**src/rtl/pipe_reg_chain_pkg.sv**
```systemverilog
// Shared constants and helpers for the pipe_reg_chain elastic pipeline.
package pipe_reg_chain_pkg;

  localparam int DEFAULT_WIDTH = 32;
  localparam int DEFAULT_DEPTH = 2;

  // Occupancy counter must represent 0..DEPTH inclusive.
  function automatic int occ_width(input int depth);
    return $clog2(depth + 1);
  endfunction

endpackage

```
**src/rtl/pipe_reg_chain_stage.sv**
```systemverilog
// pipe_reg_stage: one elastic register stage with valid/ready on both sides.
// Data only moves on load, so a stalled word stays stable.
module pipe_reg_stage
  import pipe_reg_chain_pkg::*;
#(
  parameter int WIDTH = DEFAULT_WIDTH
) (
  input  logic             clk,
  input  logic             reset,
  input  logic             flush_i,
  input  logic             in_valid_i,
  output logic             in_ready_o,
  input  logic [WIDTH-1:0] in_data_i,
  output logic             out_valid_o,
  input  logic             out_ready_i,
  output logic [WIDTH-1:0] out_data_o
);

  logic             valid_q, valid_d;
  logic [WIDTH-1:0] data_q, data_d;
  logic             load;

  // An empty stage accepts regardless of downstream, which collapses bubbles.
  assign in_ready_o  = !valid_q || out_ready_i;
  assign load        = in_valid_i && in_ready_o && !flush_i;
  assign out_valid_o = valid_q;
  assign out_data_o  = data_q;

  always_comb begin
    valid_d = valid_q;
    data_d  = data_q;
    if (flush_i) begin
      valid_d = 1'b0;
    end else if (load) begin
      valid_d = 1'b1;
      data_d  = in_data_i;
    end else if (out_ready_i) begin
      valid_d = 1'b0;
    end
  end

  always_ff @(posedge clk) begin
    if (reset) begin
      valid_q <= 1'b0;
      data_q  <= '0;
    end else begin
      valid_q <= valid_d;
      data_q  <= data_d;
    end
  end

endmodule

```
**src/rtl/pipe_reg_chain.sv**
```systemverilog
// pipe_reg_chain: DEPTH elastic stages with synchronous flush.
// Define PIPE_REG_CHAIN_OCC_EN to add the registered occupancy port.
module pipe_reg_chain
  import pipe_reg_chain_pkg::*;
#(
  parameter int WIDTH = DEFAULT_WIDTH,
  parameter int DEPTH = DEFAULT_DEPTH
) (
  input  logic                        clk,
  input  logic                        reset,
  input  logic                        flush,
  input  logic                        in_valid,
  output logic                        in_ready,
  input  logic [WIDTH-1:0]            in_data,
  output logic                        out_valid,
  input  logic                        out_ready,
  output logic [WIDTH-1:0]            out_data
`ifdef PIPE_REG_CHAIN_OCC_EN
  ,
  output logic [occ_width(DEPTH)-1:0] occupancy
`endif
);

  for (genvar gi = 0; gi < DEPTH; gi++) begin : g_stage
    logic             vld_in, rdy_in, vld_out, rdy_out;
    logic [WIDTH-1:0] dat_in, dat_out;

    if (gi == 0) begin : g_head
      assign vld_in = in_valid;
      assign dat_in = in_data;
    end else begin : g_link
      assign vld_in = g_stage[gi-1].vld_out;
      assign dat_in = g_stage[gi-1].dat_out;
    end

    // Backward ready chain: combinational from out_ready to in_ready.
    if (gi == DEPTH - 1) begin : g_tail
      assign rdy_out = out_ready;
    end else begin : g_next
      assign rdy_out = g_stage[gi+1].rdy_in;
    end

    pipe_reg_stage #(.WIDTH(WIDTH)) u_stage (
      .clk         (clk),
      .reset       (reset),
      .flush_i     (flush),
      .in_valid_i  (vld_in),
      .in_ready_o  (rdy_in),
      .in_data_i   (dat_in),
      .out_valid_o (vld_out),
      .out_ready_i (rdy_out),
      .out_data_o  (dat_out)
    );
  end

  // Flush blocks transfers on both sides during its cycle.
  assign in_ready  = g_stage[0].rdy_in && !flush;
  assign out_valid = g_stage[DEPTH-1].vld_out && !flush;
  assign out_data  = g_stage[DEPTH-1].dat_out;

`ifdef PIPE_REG_CHAIN_OCC_EN
  localparam int OCC_W = occ_width(DEPTH);

  logic [OCC_W-1:0] occ_q, occ_d;
  logic             in_xfer, out_xfer;

  assign in_xfer   = in_valid && in_ready;
  assign out_xfer  = out_valid && out_ready;
  assign occupancy = occ_q;

  always_comb begin
    occ_d = occ_q;
    if (flush) begin
      occ_d = '0;
    end else begin
      case ({in_xfer, out_xfer})
        2'b10:   occ_d = occ_q + 1'b1;
        2'b01:   occ_d = occ_q - 1'b1;
        default: occ_d = occ_q;
      endcase
    end
  end

  always_ff @(posedge clk) begin
    if (reset) begin
      occ_q <= '0;
    end else begin
      occ_q <= occ_d;
    end
  end
`else
  // No occupancy tracking in this build.
`endif

endmodule

```
**config.mk**
```make
export PLATFORM = sky130hd
export DESIGN_NAME = pipe_reg_chain
export DESIGN_NICKNAME = d
export VERILOG_FILES = /design/src/rtl/pipe_reg_chain_pkg.sv /design/src/rtl/pipe_reg_chain_stage.sv /design/src/rtl/pipe_reg_chain.sv
export SDC_FILE = /design/constraint.sdc
export NUM_CORES = 1
export LEC_CHECK = 0
export CORE_ASPECT_RATIO = 0.9
export CORE_UTILIZATION = 29
export DETAILED_ROUTE_END_ITERATION = 12
export PLACE_DENSITY_LB_ADDON = 0.3
export SETUP_SLACK_MARGIN = 0.1
export SLEW_MARGIN = 20
export SYNTH_ARGS = -nofsm -noshare
export SYNTH_HDL_FRONTEND = slang
export SYNTH_SLANG_ARGS = --single-unit
```
**constraint.sdc**
```tcl
create_clock -name clk -period 2.15 [get_ports clk]
set_input_delay 0.3225 -clock clk [delete_from_list [all_inputs] [get_ports clk]]
set_output_delay 0.3225 -clock clk [all_outputs]
set_load 0.005 [all_outputs]
```
## Yosys cells after proc, flatten, opt, wreduce, memory -nomap -nowiden

Index checks and enable logic that the tools add are counted.

- Mux-type cells: 4
- Bitwise operators: 1
- Reductions and logical operators: 16

Operator list:

| kind | count |
|---|---|
| 1-bit logical AND | 6 |
| 1-bit 2-to-1 mux | 4 |
| 2-bit AND reduction | 2 |
| 2-bit nonzero test | 2 |
| 1-bit logical NOT | 3 |
| 1-bit logical OR | 2 |
| 2-bit OR reduction | 1 |
| 1-bit NOT | 1 |

- Register bits after elaboration: 66
- Bits of input ports: 37
- Output and inout port bits: 34
- Word-level logic and storage cells: 25

## Depth between registers and ports, before layout

- Depth after elaboration: 6
- Gate-level depth with buffers: 5

## Cells and area by module

A second synthesis with hierarchy kept.

- Cells, all modules: 292
- Area, all modules: 3,050.4 sq um

Modules (own cells, without submodules):

| module | instances | cells each | area an instance (sq um) | seq. area each (sq um) |
|---|---|---|---|---|
| pipe_reg_stage | 2 | 145 | 1,519.0 | 660.6 |
| pipe_reg_chain | 1 | 2 | 12.5 | 0.0 |

## Worst setup path before layout

Ideal clock, no wire load.

- Path kind: reg-to-reg
- Start: register g_stage[1].u_stage.valid_q
- End: register g_stage[0].u_stage.data_q[0]
- Arrival time: 1.148 ns
- Required time: 2.078 ns
- Setup slack: 0.930 ns
- Cell stages (with the launch flop): 6
- Buffers on the path: 2
- Cells stage by stage: dfxtp_1 nor2b_4 buf_6 a21oi_4 buf_12 mux2i_1

- Word-level cells in the longest chain between the ends: 6

Ends and longest elaborated chain:

| what | line | text |
|---|---|---|
| start: declaration | pipe_reg_chain_stage.sv:19 | `logic valid_q, valid_d;` |
| start signal: assignment | pipe_reg_chain_stage.sv:47 | `valid_q <= valid_d;` |
| 1-bit logical NOT | pipe_reg_chain_stage.sv:24 | `assign in_ready_o = !valid_q \|\| out_ready_i;` |
| 1-bit logical OR (2 in a row) | pipe_reg_chain_stage.sv:24 |  |
| 1-bit logical AND (2 in a row) | pipe_reg_chain_stage.sv:25 | `assign load = in_valid_i && in_ready_o && !flush_i;` |
| 2-bit AND reduction (no source line) | -- |  |
| end signal: assignment | pipe_reg_chain_stage.sv:48 | `data_q <= data_d;` |
| end: declaration | pipe_reg_chain_stage.sv:20 | `logic [WIDTH-1:0] data_q, data_d;` |

Every way passes these cells.
A chain may end at the register's enable or synchronous reset.

## Worst setup path after layout

- Start: input port out_ready
- End: output port in_ready

- Word-level cells in the longest chain between the ends: 3

Ends and longest elaborated chain:

| what | line | text |
|---|---|---|
| start: declaration | pipe_reg_chain.sv:16 | `input logic out_ready,` |
| 1-bit logical OR (2 in a row) | pipe_reg_chain_stage.sv:24 |  |
| 1-bit logical AND | pipe_reg_chain.sv:57 | `assign in_ready = g_stage[0].rdy_in && !flush;` |
| end: declaration | pipe_reg_chain.sv:13 | `output logic in_ready,` |

Every way passes these cells.

==> results.toml <==
[run_status]
outcome = "completed"

[placement]
globalplace.congestion = 0.718
buffer_ports.inserted = 70
dp.cells = 469
hpwlAfterDp_mm = 3.70
dp_worst_slack_ns = 0.288

[timing]
worstMarginPinSlew_ns = 0.388
timing.setup.tns_ns = 0
fmax_mhz = 533
worst_slew_margin_rel_pct = 74.1
finalHoldViolations = 0
report.final.slew_viol_count = 0
rsz0062_at_grt = "false"
setup_violations = 0
clock-skew-final_ns = 0.00747
postLayoutSetupSlackWorst_ns = 0.273
final.period_utilization_pct = 87.3
finalCriticalPeriod_ns = 1.88
final_worst_hold_slack_ns = 0.466

[global_route]
globalRouteOverflowTotal = 0
groute.usage.overall_pct = 13.1
grt_pass1_wl_mm = 10.1
number_of_global_route_vias_before_repair = 2123
pin_count_of_the_biggest_net_entering_global_routing = 99
antenna_found_initial = 0

[flow_run]
max_cap_viols = 0

[detailed_routing]
detailedRoute.firstIterationViolations = 34
route.detailed.drc = 0
ant_nets = 0
vias_per_cell = 4.56
detail_route.wl_per_cell_um = 13.0
routed_wirelength_mm = 6.33
drt-pass1-iter-count = 4
route.vias.total = 2211

[die]
starting_density_pct = 30.2
die_w_um = 106
die_h_um = 95.2
core_area_um2 = 9250
ioPinCount = 71
num_rows = 33
die-area_um2 = 10000

[setup_path]
arrival_ns = 1.55
crit_path_cell_trace = "clkdlybuf4s50_1 > nor2b_4 > a21oi_1 > clkdlybuf4s50_1"
critical_path.startpoint_type = "primary input"
critical-path-top-cell-by-count = "clkdlybuf4s50_1"
slowest_delay_ns = 0.52
timing.critical_path.fanout_max = 2
cp-end-kind = "primary output"
critPathKind = "in2out"
crit_slowest_cell = "clkdlybuf4s50_1"
required_ns = 1.83

[logic_synthesis]
synth_area_leader_cell = "dfxtp_1"
postSynth.topFlopCell = "dfxtp_1"
top_cells_by_instance_count_after_synthesis = "66 x dfxtp_1, 66 x nand2b_1, 34 x a21oi_1"
synth.lib_cells_used.distinct = 16
portion_of_synthesized_cell_area_occupied_by_the_leading_cell_type_pct = 47.2
synth.yosys.warnings = 0
number_of_enable_type_register_cells_in_the_synthesized_netlist = 0
synth-seq-area-share_pct = 47.2
post_synth.cell_area_avg_um2 = 9.38
synthArstFlopShare_pct = 0
post_synth_inst_count = 298
ys_top_cells_by_area = "dfxtp_1 47%, nand2b_1 15%, mux2i_1 11%, a21oi_1 6.1%, nand3_1 5.7%"
yosys_register_bits = 66
synth_nets = 335
synthesis.area_um2 = 2800

[clock_network]
cts_made_buffers = 9
cts_htree_levels = 3
clk_root_buffer_cell = "clkbuf_8"
clkTransAtPathRegs_ns = 0.07
clock_sinks = 66
tritoncts = "done"
hold_buffers = 0
worstSkewPairLatency_ns = 0.33
cts_resized = 0
clock_tree_buf_depth = 2
post-cts-setup-buffers = 0

[min_path]
hold_class = "reg2reg"

[power]
irDropWorstVdd_mv = 0.323
leakage_nw = 1.26
power-per-cell-area_nw_per_um2 = 640

[layout]
num_antenna_cells = 0
nets = 395
fillCellCount = 960
finalNonFillerCells = 485
area_growth_pct = 33.4
drive_above_1_share_pct = 6.89
## worst max-delay path, delay by kind of cell
family                 cells  cell delay (ns)
buffers and inverters      2             1.04
AOI/OAI and AO/OA          1             0.14
and+or+nand+nor            1             0.05
## kinds of logic after synthesis
| family | Yosys count | share of synthesized area [%] |
|---|---|---|
| simple gates | 105 | 22.2 |
| compound gates | 67 | 12.4 |
| flops | 66 | 47.2 |
| mux | 32 | 11.5 |
| buf+inv | 28 | 6.71 |
## report_power, final
group / internal [W] / switching (W)
clock network: 0.000415 / 0.000472
registers: 0.00126 / 0.0000181
logic: 0.000133 / 0.0000915
## registers in the layout (all words and copies together), names as in the netlist
name,cells
g_stage.u_stage.out_valid_o,2
g_stage.u_stage.out_data_o,64
## final cells by class
class,instances,area (um2),area share [%]
Clock buffer,11,131,3.52
Clock inverter,5,31.3,0.839
Multi-Input combinational cell,204,1290,34.7
Sequential cell,66,1320,35.4
Tap cell,122,153,4.09
Timing Repair Buffer,77,798,21.4
## metrics by stage
stage | util (%) | power [W] | area, um2
floorplan | - | 0.00143 | 2800
global placement | 38.6 | 0.00153 | 3570
detailed placement | 38.6 | 0.00153 | 3570
CTS | 40.3 | 0.00243 | 3730
global route | 40.3 | 0.00250 | 3730
finish | 40.3 | 0.00239 | 3730
## final timing paths
kind         slack [ns]                                          start                                        endpoint  depth (start not counted)
max                0.27                                      out_ready                                        in_ready                          4
min                0.47  g_stage[0].u_stage.out_data_o[3]$_SDFFE_PP0P_   g_stage[1].u_stage.out_data_o[3]$_SDFFE_PP0P_                          2
max reg2reg        0.75    g_stage[1].u_stage.out_valid_o$_SDFFE_PP0P_  g_stage[0].u_stage.out_data_o[14]$_SDFFE_PP0P_                          5
min reg2reg        0.47  g_stage[0].u_stage.out_data_o[3]$_SDFFE_PP0P_   g_stage[1].u_stage.out_data_o[3]$_SDFFE_PP0P_                          2
## placed cells by master, fill, tap and decap left out
cell	synthesis	final
a21oi_4	1	1
clkinv_2	0	3
buf_12	3	4
mux2i_1	32	32
clkbuf_8	0	9
a21oi_1	34	34
o21ai_0	32	32
nor2b_4	1	2
nor2_1	1	1
buf_4	0	3
clkinv_4	0	1
clkinvlp_4	0	1
clkbuf_1	18	2
nand2b_1	66	66
dfxtp_1	66	66
nor3_1	2	2
nand3_1	32	32
nor2b_1	2	1
buf_2	3	1
clkdlybuf4s50_1	0	69
or2b_1	1	1
## metal layers
| metal | GRT usage [%] | wire [um] | vias to the layer above |
|---|---|---|---|
| li1 | - | - | 1127 |
| met1 | 15.7 | 3020 | 1025 |
| met2 | 22.6 | 2960 | 51 |
| met3 | 3.49 | 261 | 8 |
| met4 | 4.86 | 85 | 0 |
| met5 | 0 | 0 | - |
Note: power is estimated with default switching activity, not from simulation.
